$ cat config.mk
export PLATFORM = sky130hd
export DESIGN_NAME = prog_lut
export DESIGN_NICKNAME = d
export VERILOG_FILES = /design/src/rtl/prog_lut.sv
export SDC_FILE = /design/constraint.sdc
export NUM_CORES = 1
export LEC_CHECK = 0
export CORE_MARGIN = 5
export CORE_UTILIZATION = 55
export DETAILED_ROUTE_END_ITERATION = 16
export PLACE_DENSITY = 0.74
export SETUP_SLACK_MARGIN = 0.1
export SLEW_MARGIN = 10
export SYNTH_ARGS = -nofsm -noshare
export SYNTH_HDL_FRONTEND = slang
export SYNTH_SLANG_ARGS = --single-unit
export TNS_END_PERCENT = 30
$ cat constraint.sdc
create_clock -name clk_i -period 3.2 [get_ports clk_i]
set_input_delay 0.48 -clock clk_i [delete_from_list [all_inputs] [get_ports clk_i]]
set_output_delay 0.48 -clock clk_i [all_outputs]
set_load 0.005 [all_outputs]
$ cat src/rtl/prog_lut.sv
// Programmable key->value lookup table with per-entry valid bits, registered
// reads (read-before-write) and a clear sweep after reset or on init.
//
//  state    | meaning
//  ---------+-------------------------------------------------------------
//  ST_CLEAR | sweeping entries to DEFAULT_VAL, reads/writes are dropped
//  ST_IDLE  | table usable: writes update entries, reads return hit/miss
module prog_lut #(
    parameter int unsigned       KEY_W       = 8,
    parameter int unsigned       DATA_W      = 8,
    parameter int unsigned       DEPTH       = 32,
    parameter logic [DATA_W-1:0] DEFAULT_VAL = '0,
    localparam int unsigned      CNT_W       = $clog2(DEPTH + 1),
    localparam int unsigned      PTR_W       = (DEPTH > 1) ? $clog2(DEPTH) : 1
) (
    input  logic              clk_i,
    input  logic              rst_n_i,
    input  logic              init_i,
    output logic              busy_o,
    input  logic              wr_en_i,
    input  logic [KEY_W-1:0]  wr_key_i,
    input  logic [DATA_W-1:0] wr_data_i,
    output logic              wr_err_o,
    input  logic              rd_en_i,
    input  logic [KEY_W-1:0]  rd_key_i,
    output logic              rd_valid_o,
    output logic [DATA_W-1:0] rd_data_o,
    output logic              rd_hit_o,
    output logic [CNT_W-1:0]  count_o
);

    typedef enum logic {
        ST_CLEAR = 1'b0,
        ST_IDLE  = 1'b1
    } state_t;

    state_t            state_q, state_d;
    logic [PTR_W-1:0]  ptr_q, ptr_d;
    logic [DEPTH-1:0]  valid_q, valid_d;
    logic [CNT_W-1:0]  count_q, count_d;
    logic              rd_valid_q, rd_valid_d;
    logic              rd_hit_q, rd_hit_d;
    logic [DATA_W-1:0] rd_data_q, rd_data_d;
    logic              wr_err_q, wr_err_d;

    logic [DATA_W-1:0] mem_q [DEPTH];
    logic              mem_we;
    logic [PTR_W-1:0]  mem_waddr;
    logic [DATA_W-1:0] mem_wdata;

    logic              wr_in_range, rd_in_range;
    logic [PTR_W-1:0]  wr_idx, rd_idx;
    logic              accept;
    logic              rd_hit_now;

    assign wr_in_range = (32'(wr_key_i) < DEPTH);
    assign rd_in_range = (32'(rd_key_i) < DEPTH);
    assign wr_idx      = wr_in_range ? wr_key_i[PTR_W-1:0] : '0;
    assign rd_idx      = rd_in_range ? rd_key_i[PTR_W-1:0] : '0;
    // init wins over any access presented on the same edge
    assign accept      = (state_q == ST_IDLE) && !init_i;
    assign rd_hit_now  = rd_in_range && valid_q[rd_idx];

    always_comb begin
        state_d    = state_q;
        ptr_d      = ptr_q;
        valid_d    = valid_q;
        count_d    = count_q;
        rd_valid_d = 1'b0;
        rd_hit_d   = rd_hit_q;
        rd_data_d  = rd_data_q;
        wr_err_d   = wr_en_i && (!accept || !wr_in_range);
        mem_we     = 1'b0;
        mem_waddr  = ptr_q;
        mem_wdata  = DEFAULT_VAL;

        case (state_q)
            ST_CLEAR: begin
                mem_we          = 1'b1;
                valid_d[ptr_q]  = 1'b0;
                if (init_i) begin
                    ptr_d   = '0;
                    valid_d = '0;
                    count_d = '0;
                end else if (ptr_q == PTR_W'(DEPTH - 1)) begin
                    ptr_d   = '0;
                    state_d = ST_IDLE;
                end else begin
                    ptr_d = ptr_q + PTR_W'(1);
                end
            end
            ST_IDLE: begin
                if (init_i) begin
                    state_d = ST_CLEAR;
                    ptr_d   = '0;
                    valid_d = '0;
                    count_d = '0;
                end else begin
                    if (rd_en_i) begin
                        rd_valid_d = 1'b1;
                        rd_hit_d   = rd_hit_now;
                        rd_data_d  = rd_hit_now ? mem_q[rd_idx] : DEFAULT_VAL;
                    end
                    if (wr_en_i && wr_in_range) begin
                        mem_we          = 1'b1;
                        mem_waddr       = wr_idx;
                        mem_wdata       = wr_data_i;
                        valid_d[wr_idx] = 1'b1;
                        if (!valid_q[wr_idx]) begin
                            count_d = count_q + CNT_W'(1);
                        end
                    end
                end
            end
            default: begin
                state_d = ST_CLEAR;
                ptr_d   = '0;
            end
        endcase
    end

    always_ff @(posedge clk_i or negedge rst_n_i) begin
        if (!rst_n_i) begin
            state_q    <= ST_CLEAR;
            ptr_q      <= '0;
            valid_q    <= '0;
            count_q    <= '0;
            rd_valid_q <= 1'b0;
            rd_hit_q   <= 1'b0;
            rd_data_q  <= DEFAULT_VAL;
            wr_err_q   <= 1'b0;
        end else begin
            state_q    <= state_d;
            ptr_q      <= ptr_d;
            valid_q    <= valid_d;
            count_q    <= count_d;
            rd_valid_q <= rd_valid_d;
            rd_hit_q   <= rd_hit_d;
            rd_data_q  <= rd_data_d;
            wr_err_q   <= wr_err_d;
        end
    end

    // Storage has no reset: stale data is masked by the valid bits.
    always_ff @(posedge clk_i) begin
        if (mem_we) begin
            mem_q[mem_waddr] <= mem_wdata;
        end
    end

    assign busy_o     = (state_q == ST_CLEAR);
    assign wr_err_o   = wr_err_q;
    assign rd_valid_o = rd_valid_q;
    assign rd_data_o  = rd_data_q;
    assign rd_hit_o   = rd_hit_q;
    assign count_o    = count_q;

endmodule

# == Word-level counts from Yosys, hierarchy flattened ==
# Memory sizes are Yosys's and may differ from the RTL's.
# Index checks and enable logic that the tools add are counted.
# classes
addsub,2
magnitude_cmp,7
n_eq_ne,5
n_mux,42
n_bitwise,5
n_reduce_logical,12
# ops
operator,n
$mux W32,3
$pmux W32 S2,1
$mux W5,8
$and A32 B32 Y32,1
$mux W8,4
$not A32 Y32,1
$or A32 B32 Y32,1
$mux W6,4
$lt A5 B6 Y1 const B,3
$lt A8 B6 Y1 const B,2
$mux W1,14
$pmux W6 S2,1
$bmux W1 S5,2
$demux W1 S5,2
$ge A5 B1 Y1 const B,2
$pmux W5 S2,1
$add A6 B1 Y6 const B,1
$logic_and A1 B1 Y1,6
$reduce_and A3 Y1,2
$add A5 B1 Y5 const B,1
$eq A5 B5 Y1 const B,1
$ne A2 B2 Y1 const B,2
$pmux W1 S2,2
$logic_not A1 Y1,3
other kinds (4),5
# totals
register_bits,55
mem_bits_rw,256
in_bits,29
output_inout_bits,18
word_cells,82
n_memories,1
# mem_list
memory,words,width,rd,rd_ports_with_merged_regs,wr,line,source
mem_q,32,8,1,0,1,46,logic [DATA_W-1:0] mem_q [DEPTH];

# == Depth between registers and ports, before layout ==
# logic_depth
word_depth,10
depth_mapped,9

# == Least setup slack after synthesis ==
# No wires, ideal clock.
# synth_timing
kind,in2reg
startpoint,in init_i
endpoint,"mem mem_q[10][0], enable pin"
setup_ps,370
arrival_time_ps,2104
slack_ps,726
cell_stages,6
n_path_buf,1
path_cell_list,nor4_1 and3_1 clkbuf_1 nand3_1 a21boi_1 nor2_1
# synth_between
elab_chain_len,4
word_cells_on_any_way,6
classes_between,mux (6)
# synth_rtl
item,line,source
from (decl),18,"input logic init_i,"
$mux W1,93,if (init_i) begin
$pmux W1 S2,77,case (state_q)
$mux W1,146,if (mem_we) begin
$mux W1 (not written as such),147,mem_q[mem_waddr] <= mem_wdata;
to (decl),46,
# Parallel ways exist; a longest one is shown, timed or not.

# == Final worst setup path ==
# layout_timing
startpoint,in rd_key_i[5]
endpoint,reg rd_data_q[2] (netlist: rd_data_o[2])
# layout_between
elab_chain_len,6
word_cells_on_any_way,7
classes_between,order compare (1); mux (4); reduce/logical (1); memory (1)
# layout_rtl
item,line,source
from (decl),25,"input logic [KEY_W-1:0] rd_key_i,"
$lt A8 B6 Y1 (*),57,assign rd_in_range = (32'(rd_key_i) < DEPTH);
$mux W5,59,assign rd_idx = rd_in_range ? rd_key_i[PTR_W-1:0] : '0;
$bmux W1 S5,62,assign rd_hit_now = rd_in_range && valid_q[rd_idx];
$mux W1 (not written as such),62,
$logic_and A1 B1 Y1,62,
$mux W8 (*),102,rd_data_d = rd_hit_now ? mem_q[rd_idx] : DEFAULT_VAL;
to (signal assigned),139,rd_data_q <= rd_data_d;
to (decl),43,"logic [DATA_W-1:0] rd_data_q, rd_data_d;"
# Every way passes the cells marked *; elsewhere a longest branch is shown, timed or not. The select of a mux whose other input is x is not followed.
# A chain may end at the register's enable or synchronous reset.

==> impl_results.md <==
* Status: finished, final reports clean
* # setup viols final at 0
* Core area at 24500 sq um
* Die X at 168 microns
* Largest net degree at the start of global routing at between 50 and 60
* DRT iter0 DRCs at 873
* Pleak at 6.09 nW
* TNS Setup at 0 ps
* Residual DRC at 0
* # IOs at 47
* Most common cell after layout, fill and taps aside: edfxtp_1
* Ys async rst share at 0.177
* Register area share after synthesis at 0.660
* Num rows at 57
* Avg WL per Cell at 23.7 microns
* Maximum VDD drop at 0.501 mV
* H-tree Lvls at 1
* Worst setup EP type: flop
* Initial antenna violation count at 0
* Core Util, Final at 0.657
* Psw at 0.00184 W
* Slew Viols, Final at 0
* Seq pwr share at 0.517
* Synth cell types at 59
* Routed Antenna Nets at 0
* Share of cells above drive strength 1 at 0.166
* Port bufs at 46
* Min-Delay Path Class: in -> async
* RSZ-0062 raised after global routing: false
* Share of the synthesized area in the top cell type at 0.560
* # diodes at 0
* Post-route insts no fill at between 1000 and 1500
* Comb pwr share at 0.056
* Pwr Density at roughly 530 nW/um^2
* Setup Fix Bufs, Post-CTS at 0
* Cell count after placement at between 1000 and 1500
* Cell taking the most area after synthesis: edfxtp_1
* Number of global-route vias before repair at approximately 9200
* Die area at 28200 sq um
* Commonest cells after routing, fill and taps aside: edfxtp_1, nand2_1, buf_4, nor2_1, o21ai_0
* Critical path class: in -> reg
* R2R Setup Slk at 940 ps
* Sw Share at 0.216
* Rel. slew slack at 0.475
* CTS tree: done
* Final nets at 1154
* Worst EP arrival at ~3000 ps
* Synth Area per Inst at 13.6 sq um
* Fmax at 0.387 GHz
* Remaining Overflow, GRT at 0
* Final Cycle Share at 0.807
* Clock power frac at 0.427
* Fin crit period at 2580 ps
* WL final at 34800 microns
* TritonCTS Buffers at 30
* Starting Density at 0.561
* Mapped Nets at between 1000 and 1500
* Skew final at between 20 and 25 ps
* First-pass GRT wire length at 53400 microns
* Fin. Hold Viols at 0
* Area growth syn-to-layout at 17.2%
* Cells after Synth at 1012
* DP HPWL at 21900 microns
* Total GRT Usage at 0.243
* Worst EP required at 3630 ps
* Yosys reg bits at roughly 310
* Worst Path Max Fanout at 25
* Worst-margin pin slew at around 800 ps
* # clock sinks at 311
* CTS root buf: clkbuf_16
* Initial DRT Pass Iterations at 5
* Clock Tree Buf Depth at 3
* Synthesized area at 13700 sq um
* Clk slew on worst S/H paths at 70 ps
* DIE HEIGHT at 168 microns
* Internal power at 0.00666 W
* Post-synth EDFFs at 256
* Critical path launch point type: input pin
* Syn. warnings at 0
* Clk_lat worst skew at 580 ps
* Synth top area cells: edfxtp_1, dfrtp_1, mux4_2
* Ys flop type: edfxtp_1
* Placer Congestion at 0.924
* Maxcap violations at 0
* DR vias at 9306
* Vias per cell at 6.34
[cells in the mapped netlist, drive strengths merged, types with 5 or more instances]
cell      n
or3       5
nand3b   21
a31oi    21
a221o    16
edfxtp  256
clkbuf   28
nand3    18
o21ai    79
and2     12
nand2b    9
mux4     28
o221ai   18
nor3     10
nor3b     8
nand2   108
mux2     11
a22oi     8
nor2     71
ha        6
o211ai    5
mux2i    48
a21oi    44
nor2b    24
inv      10
dfrtp    55
o32ai    10
a211o     9
buf      33
[cells by family (layout without fill, tap and decap cells)]
logic type / after synthesis / after routing / share of synthesized area
muxes: 87 / 87 / 0.0900
AOI/OAI and AO/OA: 234 / 234 / 0.113
buffers and inverters: 71 / 202 / 0.0222
DFF: 311 / 311 / 0.660
adders and majority gates: 6 / 6 / 0.00547
and+or+nand+nor: 303 / 303 / 0.108
[layout make-up]
type	count	area, sq um
sequential	311	9060
fill	1734	8380
multi-input combinational	630	4370
timing repair buffer	136	1180
clock buffer	38	801
tap	324	405
clock inverter	18	224
inverter	10	37.5
[power by group through the flow]
stage | sequential (W) | combinational (W) | clock [W]
floorplan | 0.00447 | 0.000275 | 0
global placement | 0.00447 | 0.000462 | 0
detailed placement | 0.00447 | 0.000468 | 0
CTS | 0.00439 | 0.000472 | 0.00367
global route | 0.00439 | 0.000512 | 0.00385
finish | 0.00439 | 0.000479 | 0.00363
[repair_timing]
item                       CTS  global route
gates resized for setup      0             0
hold endpoints to repair    19             0
hold buffers                 1             0
setup endpoints to repair    0             0
[metal layers]
metal,GRT usage,share of wire
met5,0,0
met4,0.0914,0.042
met3,0.0443,0.083
met2,0.404,0.48
met1,0.324,0.39
[flip-flops by register name, summed over array words and instances, names as in the netlist]
| name | count |
|---|---|
| mem_q | 256 |
| valid_q | 32 |
| rd_data_o | 8 |
| count_o | 6 |
| ptr_q | 5 |
| rd_hit_o | 1 |
| rd_valid_o | 1 |
| state_q | 1 |
| wr_err_o | 1 |
[worst max-delay path, stage by stage]
cell             delay (ps)
clkdlybuf4s50_1         520
or4b_1                  510
buf_4                   250
a221o_1                 320
a31oi_1                 150
o21ai_0                 230
a22oi_1                 440
o21ai_1                 100
[through the flow]
step                      worst slack (ps)  hold slack [ps]  total power (W)  area, sq um
after floorplan                        726              184          0.00474        13700
after global placement                 137              465          0.00494        15000
after detailed placement               127              472          0.00494        15000
after CTS                              645              385          0.00853        16100
after global routing                   482              466          0.00875        16100
final                                  619              425          0.00850        16100
[final timing paths]
check                             from            to  cells past startpoint
min in group clk_i            rd_hit_o      rd_hit_o                      2
setup / recovery           rd_key_i[5]  rd_data_o[2]                      8
hold reg to reg               rd_hit_o      rd_hit_o                      2
max in group asynchronous      rst_n_i    rd_valid_o                      3
hold / removal                 rst_n_i  rd_data_o[5]                      2
setup reg to reg               state_q  rd_data_o[4]                      8
No activity file was read; power rests on OpenSTA's default activity.
